### src/rtl/pipe5_pkg.sv
// Shared definitions for the pipe5 core: opcodes, ALU ops, field positions, latch type
// and instruction-decode helpers. Opcodes setx/bex decode only when SETX_BEX_EN is defined.
package pipe5_pkg;

  localparam logic [4:0] OP_RTYPE = 5'b00000;
  localparam logic [4:0] OP_J     = 5'b00001;
  localparam logic [4:0] OP_BNE   = 5'b00010;
  localparam logic [4:0] OP_JAL   = 5'b00011;
  localparam logic [4:0] OP_JR    = 5'b00100;
  localparam logic [4:0] OP_ADDI  = 5'b00101;
  localparam logic [4:0] OP_BLT   = 5'b00110;
  localparam logic [4:0] OP_SW    = 5'b00111;
  localparam logic [4:0] OP_LW    = 5'b01000;
  localparam logic [4:0] OP_SETX  = 5'b10101;
  localparam logic [4:0] OP_BEX   = 5'b10110;

  localparam logic [4:0] ALU_ADD = 5'b00000;
  localparam logic [4:0] ALU_SUB = 5'b00001;
  localparam logic [4:0] ALU_AND = 5'b00010;
  localparam logic [4:0] ALU_OR  = 5'b00011;
  localparam logic [4:0] ALU_SLL = 5'b00100;
  localparam logic [4:0] ALU_SRA = 5'b00101;

  localparam int OPC_LSB   = 27;
  localparam int RD_LSB    = 22;
  localparam int RS_LSB    = 17;
  localparam int RT_LSB    = 12;
  localparam int SHAMT_LSB = 7;
  localparam int ALUOP_LSB = 2;
  localparam int IMM_MSB   = 16;
  localparam int TGT_MSB   = 26;

  localparam logic [31:0] NOP = 32'h0000_0000;

  typedef struct packed {
    logic [31:0]        pc;
    logic [31:0]        instr;
    logic signed [31:0] a;
    logic signed [31:0] b;
    logic signed [31:0] result;
  } latch_t;

  localparam latch_t LATCH_NOP = '0;

  function automatic logic [4:0] opcode(input logic [31:0] ir);
    return ir[OPC_LSB +: 5];
  endfunction

  function automatic logic [4:0] aluop(input logic [31:0] ir);
    return ir[ALUOP_LSB +: 5];
  endfunction

  function automatic logic [31:0] imm_sext(input logic [31:0] ir);
    return {{(31 - IMM_MSB){ir[IMM_MSB]}}, ir[IMM_MSB:0]};
  endfunction

  function automatic logic [31:0] jtarget(input logic [31:0] ir);
    return {{(31 - TGT_MSB){1'b0}}, ir[TGT_MSB:0]};
  endfunction

  // Register written by an instruction; 0 means no write.
  function automatic logic [4:0] dest_reg(input logic [31:0] ir);
    logic [4:0] d;
    d = 5'd0;
    case (opcode(ir))
      OP_RTYPE:        if (aluop(ir) <= ALU_SRA) d = ir[RD_LSB +: 5];
      OP_ADDI, OP_LW:  d = ir[RD_LSB +: 5];
      OP_JAL:          d = 5'd31;
`ifdef SETX_BEX_EN
      OP_SETX:         d = 5'd30;
`endif
      default:         d = 5'd0;
    endcase
    return d;
  endfunction

  // Register read on port A; 0 when the operand is unused.
  function automatic logic [4:0] src_a(input logic [31:0] ir);
    logic [4:0] s;
    s = 5'd0;
    case (opcode(ir))
      OP_RTYPE, OP_ADDI, OP_SW, OP_LW, OP_BNE, OP_BLT: s = ir[RS_LSB +: 5];
      default: s = 5'd0;
    endcase
    return s;
  endfunction

  // Register read on port B; stores, compares and jr take rd here.
  function automatic logic [4:0] src_b(input logic [31:0] ir);
    logic [4:0] s;
    s = 5'd0;
    case (opcode(ir))
      OP_RTYPE:                    s = ir[RT_LSB +: 5];
      OP_SW, OP_BNE, OP_BLT, OP_JR: s = ir[RD_LSB +: 5];
`ifdef SETX_BEX_EN
      OP_BEX:                      s = 5'd30;
`endif
      default:                     s = 5'd0;
    endcase
    return s;
  endfunction

endpackage

### src/rtl/pipe5_alu.sv
// Combinational ALU for the pipe5 core: add/sub/and/or/sll/sra plus not-equal and
// signed less-than flags on (a, b).
module pipe5_alu
  import pipe5_pkg::*;
(
  input  logic signed [31:0] a,
  input  logic signed [31:0] b,
  input  logic [4:0]         op,
  input  logic [4:0]         shamt,
  output logic signed [31:0] y,
  output logic               ne,
  output logic               lt
);

  always_comb begin
    y = '0;
    case (op)
      ALU_ADD: y = a + b;
      ALU_SUB: y = a - b;
      ALU_AND: y = a & b;
      ALU_OR:  y = a | b;
      ALU_SLL: y = a << shamt;
      ALU_SRA: y = a >>> shamt;
      default: y = '0;
    endcase
  end

  assign ne = (a != b);
  assign lt = (a < b);

endmodule

### src/rtl/pipe5_cpu.sv
// pipe5_cpu: 5-stage in-order integer core with full bypass and branch resolution in X.
// Define SETX_BEX_EN to decode the setx/bex instructions.
module pipe5_cpu
  import pipe5_pkg::*;
#(
  parameter logic [31:0] RESET_PC = 32'd0,
  parameter int          XLEN     = 32
) (
  input  logic            clock,
  input  logic            reset,
  output logic [XLEN-1:0] address_imem,
  input  logic [XLEN-1:0] q_imem,
  output logic            ctrl_writeEnable,
  output logic [4:0]      ctrl_writeReg,
  output logic [4:0]      ctrl_readRegA,
  output logic [4:0]      ctrl_readRegB,
  output logic [XLEN-1:0] data_writeReg,
  input  logic [XLEN-1:0] data_readRegA,
  input  logic [XLEN-1:0] data_readRegB,
  output logic            wren,
  output logic [XLEN-1:0] address_dmem,
  output logic [XLEN-1:0] data,
  input  logic [XLEN-1:0] q_dmem
);

  logic [31:0]        pc_fetch;
  logic [31:0]        pc_p0;
  logic               vld_p0;
  latch_t             dx_p1, xm_p2, mw_p3;
  latch_t             dx_next, xm_next;

  logic [31:0]        ir_p0, ir_p1;
  logic [4:0]         ra_p0, rb_p0;
  logic [4:0]         op_p1, ra_p1, rb_p1, dest_p1, dest_p2, dest_p3;
  logic signed [31:0] fa_p1, fb_p1;
  logic signed [31:0] alu_a, alu_b, alu_y;
  logic [4:0]         alu_op;
  logic               alu_ne, alu_lt;
  logic               taken, stall;
  logic [31:0]        target;
  logic signed [31:0] wb_data;
  logic               unused_fields;

  // ---- D: ROM output is the decode instruction; W result bypasses the register file
  assign ir_p0 = vld_p0 ? q_imem : NOP;
  assign ra_p0 = src_a(ir_p0);
  assign rb_p0 = src_b(ir_p0);
  assign ctrl_readRegA = ra_p0;
  assign ctrl_readRegB = rb_p0;

  always_comb begin
    dx_next       = LATCH_NOP;
    dx_next.pc    = pc_p0;
    dx_next.instr = ir_p0;
    dx_next.a     = (ra_p0 != 5'd0 && ra_p0 == dest_p3) ? wb_data : data_readRegA;
    dx_next.b     = (rb_p0 != 5'd0 && rb_p0 == dest_p3) ? wb_data : data_readRegB;
  end

  // ---- X: operand bypass, ALU, branch resolution
  assign ir_p1   = dx_p1.instr;
  assign op_p1   = opcode(ir_p1);
  assign ra_p1   = src_a(ir_p1);
  assign rb_p1   = src_b(ir_p1);
  assign dest_p1 = dest_reg(ir_p1);
  assign dest_p2 = dest_reg(xm_p2.instr);

  // M is younger than W, so its match is applied last.
  always_comb begin
    fa_p1 = dx_p1.a;
    fb_p1 = dx_p1.b;
    if (ra_p1 != 5'd0 && ra_p1 == dest_p3) fa_p1 = wb_data;
    if (rb_p1 != 5'd0 && rb_p1 == dest_p3) fb_p1 = wb_data;
    if (ra_p1 != 5'd0 && ra_p1 == dest_p2) fa_p1 = xm_p2.result;
    if (rb_p1 != 5'd0 && rb_p1 == dest_p2) fb_p1 = xm_p2.result;
  end

  always_comb begin
    alu_a  = fa_p1;
    alu_b  = fb_p1;
    alu_op = ALU_ADD;
    case (op_p1)
      OP_RTYPE:              alu_op = aluop(ir_p1);
      OP_ADDI, OP_SW, OP_LW: alu_b  = imm_sext(ir_p1);
      // Branches compare rd (port B) against rs (port A).
      OP_BNE, OP_BLT: begin
        alu_a = fb_p1;
        alu_b = fa_p1;
      end
      default: ;
    endcase
  end

  pipe5_alu u_alu (
    .a     (alu_a),
    .b     (alu_b),
    .op    (alu_op),
    .shamt (ir_p1[SHAMT_LSB +: 5]),
    .y     (alu_y),
    .ne    (alu_ne),
    .lt    (alu_lt)
  );

  always_comb begin
    taken  = 1'b0;
    target = dx_p1.pc + 32'd1 + imm_sext(ir_p1);
    case (op_p1)
      OP_BNE: taken = alu_ne;
      OP_BLT: taken = alu_lt;
      OP_J, OP_JAL: begin
        taken  = 1'b1;
        target = jtarget(ir_p1);
      end
      OP_JR: begin
        taken  = 1'b1;
        target = fb_p1;
      end
`ifdef SETX_BEX_EN
      OP_BEX: begin
        taken  = (fb_p1 != 32'sd0);
        target = jtarget(ir_p1);
      end
`endif
      default: ;
    endcase
  end

  assign stall = !taken && op_p1 == OP_LW && dest_p1 != 5'd0 &&
                 (dest_p1 == ra_p0 || dest_p1 == rb_p0);

  always_comb begin
    xm_next        = LATCH_NOP;
    xm_next.pc     = dx_p1.pc;
    xm_next.instr  = ir_p1;
    xm_next.a      = fa_p1;
    xm_next.b      = fb_p1;
    xm_next.result = alu_y;
    case (op_p1)
      OP_JAL:  xm_next.result = dx_p1.pc + 32'd1;
`ifdef SETX_BEX_EN
      OP_SETX: xm_next.result = jtarget(ir_p1);
`endif
      default: ;
    endcase
  end

  // ---- F: the address presented this cycle is what the ROM returns to D next cycle
  assign address_imem = reset ? '0 : taken ? target : stall ? pc_p0 : pc_fetch;

  // ---- M: data RAM interface
  assign wren         = !reset && opcode(xm_p2.instr) == OP_SW;
  assign address_dmem = reset ? '0 : xm_p2.result;
  assign data         = xm_p2.b;

  // ---- W: write-back, loads take RAM data here
  assign dest_p3          = dest_reg(mw_p3.instr);
  assign wb_data          = (opcode(mw_p3.instr) == OP_LW) ? q_dmem : mw_p3.result;
  assign ctrl_writeEnable = !reset && dest_p3 != 5'd0;
  assign ctrl_writeReg    = dest_p3;
  assign data_writeReg    = wb_data;

  assign unused_fields = ^{dx_p1.result, mw_p3.pc, mw_p3.a, mw_p3.b};

  always_ff @(posedge clock) begin
    if (reset) begin
      pc_fetch <= RESET_PC;
      pc_p0    <= RESET_PC;
      vld_p0   <= 1'b0;
      dx_p1    <= LATCH_NOP;
      xm_p2    <= LATCH_NOP;
      mw_p3    <= LATCH_NOP;
    end else begin
      mw_p3 <= xm_p2;
      xm_p2 <= xm_next;
      if (taken) begin
        pc_fetch <= target + 32'd1;
        pc_p0    <= target;
        vld_p0   <= 1'b1;
        dx_p1    <= LATCH_NOP;
      end else if (stall) begin
        dx_p1 <= LATCH_NOP;
      end else begin
        pc_fetch <= pc_fetch + 32'd1;
        pc_p0    <= pc_fetch;
        vld_p0   <= 1'b1;
        dx_p1    <= dx_next;
      end
    end
  end

endmodule

### config.mk
export PLATFORM = sky130hd
export DESIGN_NAME = pipe5_cpu
export DESIGN_NICKNAME = d
export VERILOG_FILES = /design/src/rtl/pipe5_pkg.sv /design/src/rtl/pipe5_alu.sv /design/src/rtl/pipe5_cpu.sv
export SDC_FILE = /design/constraint.sdc
export NUM_CORES = 1
export LEC_CHECK = 0
export CORE_MARGIN = 1
export CORE_UTILIZATION = 25
export CTS_CLUSTER_DIAMETER = 150
export DETAILED_ROUTE_END_ITERATION = 10
export SLEW_MARGIN = 20
export SYNTH_ARGS = -nofsm -noshare
export SYNTH_HDL_FRONTEND = slang
export SYNTH_HIERARCHICAL = 1
export SYNTH_SLANG_ARGS = --single-unit
### constraint.sdc
create_clock -name clock -period 9.7 [get_ports clock]
set_clock_uncertainty 0.1 [all_clocks]
set_input_delay 0.97 -clock clock [delete_from_list [all_inputs] [get_ports clock]]
set_output_delay 0.97 -clock clock [all_outputs]
set_load 0.01 [all_outputs]
==> results.sh <==
export IMPL_synthMuxAreaShare=0.166
export IMPL_ant_nets=0
export IMPL_grt_max_degree=82
export IMPL_crit_family="compound AO/OA/AOI/OAI gates"
export IMPL_drv_cap=0
export IMPL_grt_overflow=0
export IMPL_synth_fp_nets=3770
export IMPL_path_buf_inv=10
export IMPL_min_path_cells=1
export IMPL_fmax_mhz=105
export IMPL_drt_pass1_iter_count=6
export IMPL_r2r_cells=39
export IMPL_max_clock_path_buffers=3
export IMPL_maxSlewHeadroom=0.284
export IMPL_cts_sinks=317
export IMPL_start_util=0.253
export IMPL_leakagePower_uw=0.0141
export IMPL_dp_cells=5148
export IMPL_via_count=29202
export IMPL_synth_area_leaders="dfxtp_1 23%, mux2i_1 9.4%, ha_1 6.3%"
export IMPL_path_max_fanout=9
export IMPL_holdPathEnd="mw_p3[101]$_SDFF_PP0_"
export IMPL_finalPower_uw=6520
export IMPL_hp_class="reg2reg"
export IMPL_netlist_area_sq_mm=0.0273
export IMPL_htree_levels=2
export IMPL_synth_edf_count=0
export IMPL_yosys_top_cells_count="458 x nor2_1, 317 x dfxtp_1, 257 x mux2i_1, 244 x nand2_1, 230 x a21oi_1"
export IMPL_worstPathRequired_ps=8630
export IMPL_power_density_mw_per_mm2=189
export IMPL_layout_cells_non_filler=5243
export IMPL_cts_tree="done"
export IMPL_path_class="reg2out"
export IMPL_clkSlewWorstSetupHoldPaths_ps=60
export IMPL_drtIter0Drc=3553
export IMPL_synth_seq_area_share=0.233
export IMPL_finalMaxSlewViolations=0
export IMPL_min_period_ps=9510
export IMPL_io_buffers=274
export IMPL_cts_buffers=41
export IMPL_synth_top_family_by_area="simple AND/OR/NAND/NOR gates"
export IMPL_crit_top_cell="buf_4"
export IMPL_synth_top_area_frac=0.233
export IMPL_cpPeakStageDelay_ps=540
export IMPL_yosysUniqueCellTypes=105
export IMPL_wl_per_cell_um=25.4
export IMPL_avgSynthCellArea_sq_um=7.79
export IMPL_die_w_um=332
export IMPL_totalWireLength_um=133000
export IMPL_cts_root_buf="clkbuf_16"
export IMPL_timing_final_crit_share=0.981
export IMPL_synth_seq_cells=317
export IMPL_setup_violations_final=0
export IMPL_end_kind="primary output"
export IMPL_synth_most_common_cell="nor2_1"
export IMPL_tightest_slew_ps=1070
export IMPL_worstPathArrival_ps=8440
export IMPL_outcome="completed"
export IMPL_syn_inst=3499
export IMPL_drc=0
export IMPL_areaGrowthSynthToFinish_pct=26.7
export IMPL_die_area_sq_mm=0.110
export IMPL_hold_viol_final=0
export IMPL_gp_congestion=1.02
export IMPL_coreArea_sq_mm=0.108
export IMPL_synthSimpleGateAreaFrac=0.224
export IMPL_grt_pass1_vias=27808
export IMPL_setup_tns_final_ps=0
export IMPL_cp_slowest_cell="clkdlybuf4s50_1"
export IMPL_io_pins=275
export IMPL_reg2reg_to="pc_fetch[16]$_SDFFE_PP0P_"
export IMPL_vias_per_cell=5.57
export IMPL_clock_latency_ps=630
export IMPL_synthAdderAreaFrac=0.0659
export IMPL_die_h_um=332
export IMPL_yosys_warnings=6
export IMPL_place_hpwl_um=104000
export IMPL_rows=120
export IMPL_antenna_found_initial=11
export IMPL_synth_compound_area_frac=0.214
export IMPL_peakVddDrop_uv=120
export IMPL_place_ws_ps=-243
export IMPL_synth_xor_area_frac=0.0337
export IMPL_hp_start="xm_p2[101]$_SDFF_PP0_"
export IMPL_synthArstFlopShare=0
export IMPL_nets=4076
export IMPL_finalWorstSetupSlack_ps=186
export IMPL_synth_top_area_cell="dfxtp_1"
export IMPL_grt_pass1_wl_um=191000
export IMPL_worstSetupStartpointType="register"
export IMPL_grtUsageTotal=0.230
export IMPL_cts_hold_buf=0
export IMPL_rrSetupSlack_ps=750
export IMPL_synthFlopType="dfxtp_1"
export IMPL_drive_gt1_frac=0.153
export IMPL_worstReg2RegStart="ir_p1[31]$_SDFF_PP0_"
-- cell usage in the layout, fill, tap and decap left out, types with 18 or more instances in the layout --
master | synthesis | layout
mux2i_1 | 257 | 248
o21bai_1 | 21 | 21
xnor2_1 | 59 | 59
a22oi_1 | 18 | 18
o21a_1 | 25 | 25
nand4_1 | 34 | 34
clkdlybuf4s50_1 | 0 | 272
o211ai_1 | 31 | 31
nor2b_1 | 108 | 106
a211oi_1 | 53 | 51
nand2_1 | 244 | 240
and3_1 | 104 | 102
ha_1 | 138 | 137
xor2_1 | 46 | 46
inv_1 | 126 | 126
o22ai_1 | 29 | 28
mux2_2 | 91 | 90
mux4_2 | 34 | 34
o21ai_0 | 178 | 177
a21o_1 | 39 | 38
nand2b_1 | 26 | 26
nor4_1 | 31 | 24
buf_4 | 38 | 257
dfxtp_1 | 317 | 309
nor2_1 | 458 | 453
nand3_1 | 60 | 59
a31oi_1 | 31 | 30
o221ai_1 | 56 | 56
nor3_1 | 81 | 80
a21oi_1 | 230 | 221
clkbuf_16 | 0 | 43
-- report_power, final --
part	switching [uW]	total [uW]	leakage (uW)	internal (uW)
Sequential	202	1650	0.00260	1450
Combinational	1930	3170	0.0108	1250
Clock	689	1700	0.000719	1010
Total	2820	6520	0.0141	3700
-- worst register-to-register path: cells and delay by family, from the launching register on --
family,cells,cell delay [ps]
buffers and inverters,8,1420
DFF,1,360
muxes,1,380
and+or+nand+nor,10,2300
adders and majority gates,2,350
AOI/OAI and AO/OA,18,3940
-- flip-flops by register name, indices dropped and copies added (netlist names) --
| name | cells |
|---|---|
| mw_p3 | 46 |
| xm_p2 | 46 |
| vld_p0 | 1 |
| dx_p1 | 96 |
| data | 32 |
| ir_p1 | 32 |
| pc_fetch | 32 |
| pc_p0 | 32 |
-- final cells by class --
type,instances,area (sq um)
Clock buffer,47,1090
Fill cell,11395,73100
Sequential cell,317,6370
Multi-Input combinational cell,2773,19600
Inverter,130,490
Timing Repair Buffer,542,4870
Antenna cell,2,5.00
Tap cell,1403,1760
Clock inverter,29,392
-- cell families (layout without fill, tap and decap cells) --
kind of cell | after synthesis | after routing
simple gates | 1255 | 1255
compound gates | 876 | 876
buf+inv | 409 | 748
mux | 395 | 395
flops | 317 | 317
fa+ha+maj | 142 | 142
xor+xnor | 105 | 105
other cells | 0 | 2
-- how the worst max path moves through the flow --
stage	startpoint	endpoint	depth (start not counted)
6_report	ir_p1[31]$_SDFF_PP0_	address_imem[30]	34
3_3_place_gp	ir_p1[29]$_SDFF_PP0_	address_imem[26]	28
3_5_place_dp	ir_p1[29]$_SDFF_PP0_	address_imem[26]	28
4_1_cts	ir_p1[31]$_SDFF_PP0_	address_imem[20]	34
5_1_grt	ir_p1[31]$_SDFF_PP0_	address_imem[20]	37
2_1_floorplan	ir_p1[29]$_SDFF_PP0_	pc_fetch[16]$_SDFFE_PP0P_	42
-- metal layers --
layer,vias to the layer above,part of all wire,global-route usage
met4,10,0.046,0.102
met1,14078,0.42,0.303
met2,1539,0.43,0.350
met5,-,0.00046,0
met3,294,0.10,0.0599
li1,13281,-,-
-- what timing repair did --
| action | in CTS | in global routing |
|---|---|---|
| pin swaps | 5 | 9 |
| endpoints found under the hold margin | 0 | 0 |
| setup endpoints to repair | 41 | 33 |
| gates cloned | 0 | 1 |
| buffers inserted | 2 | 14 |
| resized for setup | 19 | 55 |
-- stage by stage --
step                      utilization  hold slack, ps  instance area [sq um]
final                           0.321             361                  34600
after global routing            0.321             378                  34600
after CTS                       0.318             359                  34200
after detailed placement        0.303             350                  32600
after global placement          0.303             354                  32600
after floorplan                     -             339                  27300
No activity file was read; power rests on OpenSTA's default activity.
